`config.mk`:
```
export PLATFORM = sky130hd
export DESIGN_NAME = can_uart_tx
export DESIGN_NICKNAME = d
export VERILOG_FILES = /design/src/rtl/can_uart_tx.sv
export SDC_FILE = /design/constraint.sdc
export NUM_CORES = 1
export LEC_CHECK = 0
export CAP_MARGIN = 5
export CORE_MARGIN = 3
export CORE_UTILIZATION = 55
export CTS_BUF_LIST = sky130_fd_sc_hd__clkbuf_8
export DETAILED_ROUTE_END_ITERATION = 7
export GPL_TIMING_DRIVEN = 0
export PLACE_DENSITY = 0.72
export SETUP_SLACK_MARGIN = 0.3
export SYNTH_ARGS = -nofsm -noshare
export SYNTH_HDL_FRONTEND = slang
export SYNTH_SLANG_ARGS = --single-unit
```
`constraint.sdc`:
```
create_clock -name clock -period 2.6 [get_ports clock]
set_input_delay 0.39 -clock clock [delete_from_list [all_inputs] [get_ports clock]]
set_output_delay 0.39 -clock clock [all_outputs]
set_load 0.005 [all_outputs]
```
`src/rtl/can_uart_tx.sv`:
```
// can_uart_tx: captures bytes from can_rx into a small FIFO and drains them
// onto the UART line as 8N1 frames, LSB first, at a fixed bit period.
module can_uart_tx #(
    parameter int CLKS_PER_BIT = 868,
    parameter int FIFO_DEPTH   = 16
) (
    input  logic                          clock,
    input  logic                          reset,
    input  logic [7:0]                    Can_rx_data_Bus,
    input  logic                          Can_data_ready,
    output logic                          Uart_tx,
    output logic                          tx_busy,
    output logic [$clog2(FIFO_DEPTH):0]   fifo_count,
    output logic                          overflow
);
    localparam int AW = $clog2(FIFO_DEPTH);
    localparam int TW = $clog2(CLKS_PER_BIT);
    localparam logic [TW-1:0] LAST_TICK = TW'(CLKS_PER_BIT - 1);
    localparam logic [AW:0]   DEPTH_C   = FIFO_DEPTH[AW:0];

    typedef enum logic [1:0] {IDLE, START, DATA, STOP} state_t;

    state_t          r_state, w_state_n;
    logic [TW-1:0]   r_timer, w_timer_n;
    logic [2:0]      r_bit, w_bit_n;
    logic [7:0]      r_shift, w_shift_n;
    logic            r_tx, w_tx_n;
    logic            r_dr_q;
    logic [AW-1:0]   r_wr_ptr, r_rd_ptr;
    logic [AW:0]     r_count;
    logic            r_ovf;
    logic [7:0]      r_mem [FIFO_DEPTH];
    logic            w_push_req, w_push, w_pop, w_tick;

    // A pop on the same edge frees a slot, so a full FIFO still accepts.
    assign w_push_req = Can_data_ready & ~r_dr_q;
    assign w_push     = w_push_req & ((r_count < DEPTH_C) | w_pop);
    assign w_tick     = (r_timer == LAST_TICK);

    always_ff @(posedge clock) begin
        if (!reset) begin
            r_dr_q   <= 1'b1;
            r_wr_ptr <= '0;
            r_rd_ptr <= '0;
            r_count  <= '0;
            r_ovf    <= 1'b0;
        end else begin
            r_dr_q <= Can_data_ready;
            if (w_push) r_wr_ptr <= r_wr_ptr + 1'b1;
            if (w_pop)  r_rd_ptr <= r_rd_ptr + 1'b1;
            if (w_push_req && !w_push) r_ovf <= 1'b1;
            if (w_push && !w_pop)
                r_count <= r_count + 1'b1;
            else if (!w_push && w_pop)
                r_count <= r_count - 1'b1;
        end
    end

    always_ff @(posedge clock) begin
        if (reset && w_push) r_mem[r_wr_ptr] <= Can_rx_data_Bus;
    end

    always_ff @(posedge clock) begin
        if (!reset) begin
            r_state <= IDLE;
            r_timer <= '0;
            r_bit   <= '0;
            r_shift <= '0;
            r_tx    <= 1'b1;
        end else begin
            r_state <= w_state_n;
            r_timer <= w_timer_n;
            r_bit   <= w_bit_n;
            r_shift <= w_shift_n;
            r_tx    <= w_tx_n;
        end
    end

    always_comb begin
        w_state_n = r_state;
        w_timer_n = r_timer + 1'b1;
        w_bit_n   = r_bit;
        w_shift_n = r_shift;
        w_pop     = 1'b0;
        case (r_state)
            IDLE: begin
                w_timer_n = '0;
                if (r_count != '0) begin
                    w_pop     = 1'b1;
                    w_shift_n = r_mem[r_rd_ptr];
                    w_state_n = START;
                end
            end
            START: if (w_tick) begin
                w_timer_n = '0;
                w_bit_n   = '0;
                w_state_n = DATA;
            end
            DATA: if (w_tick) begin
                w_timer_n = '0;
                w_shift_n = {1'b0, r_shift[7:1]};
                if (r_bit == 3'd7) w_state_n = STOP;
                else               w_bit_n   = r_bit + 1'b1;
            end
            STOP: if (w_tick) begin
                w_timer_n = '0;
                w_state_n = IDLE;
            end
            default: w_state_n = IDLE;
        endcase
    end

    // Line level is decided from the next state so the registered output
    // changes on the same edge as the state.
    always_comb begin
        w_tx_n = 1'b1;
        case (w_state_n)
            START:   w_tx_n = 1'b0;
            DATA:    w_tx_n = w_shift_n[0];
            default: w_tx_n = 1'b1;
        endcase
    end

    assign Uart_tx    = r_tx;
    assign tx_busy    = (r_state != IDLE);
    assign fifo_count = r_count;
    assign overflow   = r_ovf;
endmodule

```
==> results by group <==
Power and ir drop
  • Internal: 4.645 mW
  • Power per standard cell area: 807.1 nW/µm²
  • Max rail drop VDD: about 0.0005 V
  • Fraction of power consumed by combinational cells: approximately 24%
  • Total Power: approximately 6.6 mW
  • Switching part of the total power: between 20% and 30%
  • Static Leak: about 2.6 nW
  • Portion of total power attributed to the clock network: 27.8%
  • Sequential group share of total power: between 40% and 50%
  • Sw power: 1.940 mW

Synthesis
  • Leading cell type by number of instances after synthesis: sky130_fd_sc_hd__edfxtp_1
  • Share of the synthesized area in the top cell type: between 50 and 60%
  • Cells after synthesis: ~430
  • Adder-cell share of the synthesized area: ~2.5%
  • Mean cell area of the mapped netlist: approximately 16 µm²
  • Primary flip-flop cell chosen by synthesis mapping: sky130_fd_sc_hd__edfxtp_1
  • Top cells by count, synth: sky130_fd_sc_hd__edfxtp_1 (128), sky130_fd_sc_hd__nor2_1 (44), sky130_fd_sc_hd__dfxtp_1 (43)
  • Cells taking the most area after synthesis: sky130_fd_sc_hd__edfxtp_1 (56%), sky130_fd_sc_hd__dfxtp_1 (13%), sky130_fd_sc_hd__mux4_2 (9.8%), sky130_fd_sc_hd__nor2_1 (2.4%), sky130_fd_sc_hd__ha_1 (2.2%)
  • Distinct cell type count of the synthesized netlist: 54
  • Xor/xnor share of the synthesized area: under 10%
  • Area of the mapped netlist: 6869 µm²
  • Area share of and/or/nand/nor cells after synthesis: under 10%
  • Warning count from the yosys run: 0
  • Share of synthesized area spent on multiplexers: a little under an eighth
  • Yosys top cell by area: sky130_fd_sc_hd__edfxtp_1
  • Synthesized-area fraction occupied by ao, oa, aoi and oai cells: between 5 and 6%
  • Share of synthesized registers carrying an async set or reset: 0%
  • Nets in the synthesized netlist: ~450
  • Share of the yosys chip area belonging to registers: just under 70%
  • Number of storage elements in the synthesis netlist: between 150 and 200
  • Post-synth EDFFs: roughly 130
  • Dominant combinational cell family by area after synthesis: multiplexers

Route
  • Post-route ant nets: 0
  • Total iterations of the first detailed-routing run: 4
  • DRC viols: 0
  • 1st-iter DRT viols: roughly 370
  • DR vias/cell: 5.700
  • Wire per inst: 19.75 µm
  • Total via count in the routed design: 3813
  • Total detailed-routing wirelength: 13.21 mm

STA
  • Highest achievable clock rate: roughly 360 MHz
  • Worst Slack Setup Final: -0.1916 ns
  • Final setup violation count: 2
  • Number of endpoints with negative hold slack in the final report: 0
  • Final clock period utilization by the worst path: 107.4%
  • Setup clock skew after layout: between 0.015 and 0.02 ns
  • Final-report max-slew violation count: 0
  • Worst slew slack as a fraction of its limit: 53.17%
  • Final worst path period need: 2.792 ns
  • Least-Margin Pin Slew: around 0.7 ns
  • Sum of negative setup slack: -0.2045 ns
  • Unrepaired setup endpoints after global routing: yes

Final layout
  • Area used by sequential logic in the layout: around 4700 µm²
  • Area used by multi-input combinational logic: about 2300 µm²
  • Number of diodes: 0
  • Relative area change from synthesis to final layout: 18.80%
  • Post-layout utilization of the core: about two thirds
  • Share of cells above drive strength 1: 28.54%
  • Layout Cells excl Fill: roughly 670
  • Post-layout nets: slightly above 500
  • FILL cells: roughly 820

Global route
  • Overall Global Routing Usage: between 10% and 20%
  • Pin count of the biggest net entering global routing: 20
  • Wire length of the first global-routing pass: 20.59 mm
  • Number of antenna violations at the first check in global routing: 0
  • Remaining Overflow, GRT: 0
  • Via count of the first global-routing pass: ~3800

Floorplan
  • Die X-Extent: around 120 µm
  • Total number of placement rows: 40
  • Die Y: 117.8 µm
  • Full die area: between 10000 and 15000 µm²
  • Core box area: ~12000 µm²
  • Top Ports: 19
  • Effective utilization at floorplan: between 50% and 60%

CTS
  • Root buf cell: sky130_fd_sc_hd__clkbuf_8
  • Clock tree buffer depth: 2
  • Number of sinks driven by the clock tree: 171
  • Number of H-tree levels: 4
  • Number of CTS-inserted buffers: 17
  • Clock-pin slew reported for the worst setup and hold paths after clock tree synthesis: roughly 0.09 ns
  • Latest clock arrival within the worst-skew pair: 0.46 ns
  • Clock tree from TritonCTS: done
  • Number of buffers inserted by hold repair at cts: 0

Placed design
  • Inst Count DP: 616
  • HPWL after DPL: ~8.4 mm
  • Number of port buffers: 18
  • Pre-CTS setup slack: -0.6286 ns
  • Placer congestion estimate: roughly 0.79

Critical path
  • Worst path required time: 2.99 ns
  • Critical path startpoint category: flop
  • Max stage delay cell, worst path: sky130_fd_sc_hd__or4_4
  • Highest fanout seen on the critical path: 3
  • Data arrival at the endpoint of the critical path: between 3 and 4 ns
  • Critical path class: reg -> reg
  • R2R Setup Slk: -0.19 ns
  • Critical path endpoint category: flop
  • Destination of the worst register-to-register timing path: fifo_count[4]
  • Slowest stage delay, CP: ~0.54 ns
  • Beginning of the worst register-to-register path: fifo_count[1]
  • Depth of the worst register-to-register path: 12
  • Most Frequent Cell on Critical Path: sky130_fd_sc_hd__a21oi_2
  • Ordered cell list for the critical path: or4_4 -> o21ba_4 -> buf_8 -> clkinv_4 -> ha_4 -> inv_4 -> fa_2 -> a21o_1 -> a21oi_2 -> xnor2_1 -> or3_1 -> a21oi_2

Hold path
  • Number of instances on the worst hold path: 2
  • Worst hold-check path type: reg -> reg
  • Min-Delay Startpoint: r_shift[7]
  • Capture endpoint of the worst hold path: r_shift[7]

Status
  • Status: complete, but fails checks
  • Violations in the final reports: setup timing

Run
  • Total of max-cap violations: 0
## power groups by stage
stage	Combinational, mW	Clock [mW]	Sequential, mW
6_report	1.61	1.83	3.15
5_1_grt	1.74	1.96	3.17
4_1_cts	1.50	1.86	3.15
3_5_place_dp	1.35	0	3.21
3_3_place_gp	1.32	0	3.21
2_1_floorplan	1.01	0	3.20
## how the worst max path moves through the flow
stage | from | to | slack (ns)
final | fifo_count[1] | fifo_count[4] | -0.19
after global routing | fifo_count[1] | fifo_count[4] | -0.30
after CTS | fifo_count[1] | fifo_count[4] | -0.08
after detailed placement | reset | r_mem[2][5] | -0.63
after global placement | reset | r_mem[1][3] | -0.68
after floorplan | fifo_count[3] | fifo_count[4] | -0.03
## cells in the final DEF (no fill, tap or decap), types with 3 or more instances in the layout
cell	count
sky130_fd_sc_hd__buf_4	17
sky130_fd_sc_hd__inv_8	6
sky130_fd_sc_hd__nor2_4	12
sky130_fd_sc_hd__a221oi_1	6
sky130_fd_sc_hd__ha_4	3
sky130_fd_sc_hd__clkdlybuf4s50_1	18
sky130_fd_sc_hd__xor2_1	8
sky130_fd_sc_hd__inv_6	3
sky130_fd_sc_hd__a22o_1	6
sky130_fd_sc_hd__mux4_2	30
sky130_fd_sc_hd__dfxtp_1	39
sky130_fd_sc_hd__inv_1	7
sky130_fd_sc_hd__clkbuf_8	17
sky130_fd_sc_hd__clkinv_8	3
sky130_fd_sc_hd__edfxtp_1	128
sky130_fd_sc_hd__nor2b_1	4
sky130_fd_sc_hd__buf_2	7
sky130_fd_sc_hd__ha_1	9
sky130_fd_sc_hd__clkbuf_1	4
sky130_fd_sc_hd__a22oi_1	6
sky130_fd_sc_hd__nand2_1	12
sky130_fd_sc_hd__clkbuf_2	3
sky130_fd_sc_hd__nor2_1	32
sky130_fd_sc_hd__xnor2_1	10
sky130_fd_sc_hd__a21oi_1	6
sky130_fd_sc_hd__o22ai_1	6
sky130_fd_sc_hd__nand2b_1	6
sky130_fd_sc_hd__nor3_4	5
sky130_fd_sc_hd__dfxtp_2	3
sky130_fd_sc_hd__clkinv_4	3
sky130_fd_sc_hd__a21oi_2	3
sky130_fd_sc_hd__buf_6	6
sky130_fd_sc_hd__mux2i_1	12
sky130_fd_sc_hd__nand3b_1	4
sky130_fd_sc_hd__nand3_1	7
## final cells by class
class                      instances  share of cell area [%]
sequential                       171                   57.74
multi-input combinational        226                   27.86
timing repair buffer              43                   4.968
clock buffer                      17                   2.867
tap                              168                   2.576
clock inverter                    15                   2.055
buffer                            19                   1.380
inverter                          10                  0.5520
## sequential cells by signal, indices dropped and copies added, names as in the netlist, named ones only
signal      cells
r_shift         8
r_bit           3
r_state         2
r_dr_q          1
fifo_count      5
r_timer        10
r_wr_ptr        4
overflow        1
Uart_tx         1
r_mem         128
r_rd_ptr        4
## routing by layer
metal / global-route usage [%] / up-vias / part of all wire [%] / wire length (µm)
met5: 0 / - / 0 / 0
met3: 4.325 / 19 / 4.5 / 597
li1: - / 1783 / - / -
met2: 31.84 / 91 / 50 / 6633
met1: 26.68 / 1920 / 43 / 5715
met4: 7.692 / 0 / 2.0 / 267
## worst max-delay path: cells and delay by family, from the launching register on
family | cells | cell delay (ns)
xor+xnor | 1 | 0.11
compound gates | 4 | 0.70
fa+ha+maj | 2 | 0.49
flops | 1 | 0.35
buf+inv | 3 | 0.22
simple gates | 2 | 0.87
## cells by family after synthesis
family	Yosys count
AOI/OAI and AO/OA	50
xor gates and xnor gates	19
adders and majority gates	13
buffers and inverters	30
DFF	171
muxes	42
and+or+nand+nor	102
## what timing repair did
| action | in CTS | in global routing |
|---|---|---|
| gates resized for setup | 39 | 24 |
| pin swaps | 10 | 10 |
| buffers inserted | 10 | 12 |
| setup endpoints to repair | 130 | 136 |
## per-stage QoR
| step | hold slack [ns] | instance area, µm² |
|---|---|---|
| floorplan | 0.4298 | 6902 |
| global placement | 0.4459 | 7292 |
| detailed placement | 0.4619 | 7310 |
| CTS | 0.4765 | 7964 |
| global route | 0.5002 | 8160 |
| finish | 0.4736 | 8160 |
No activity file was read; power rests on OpenSTA's default activity.
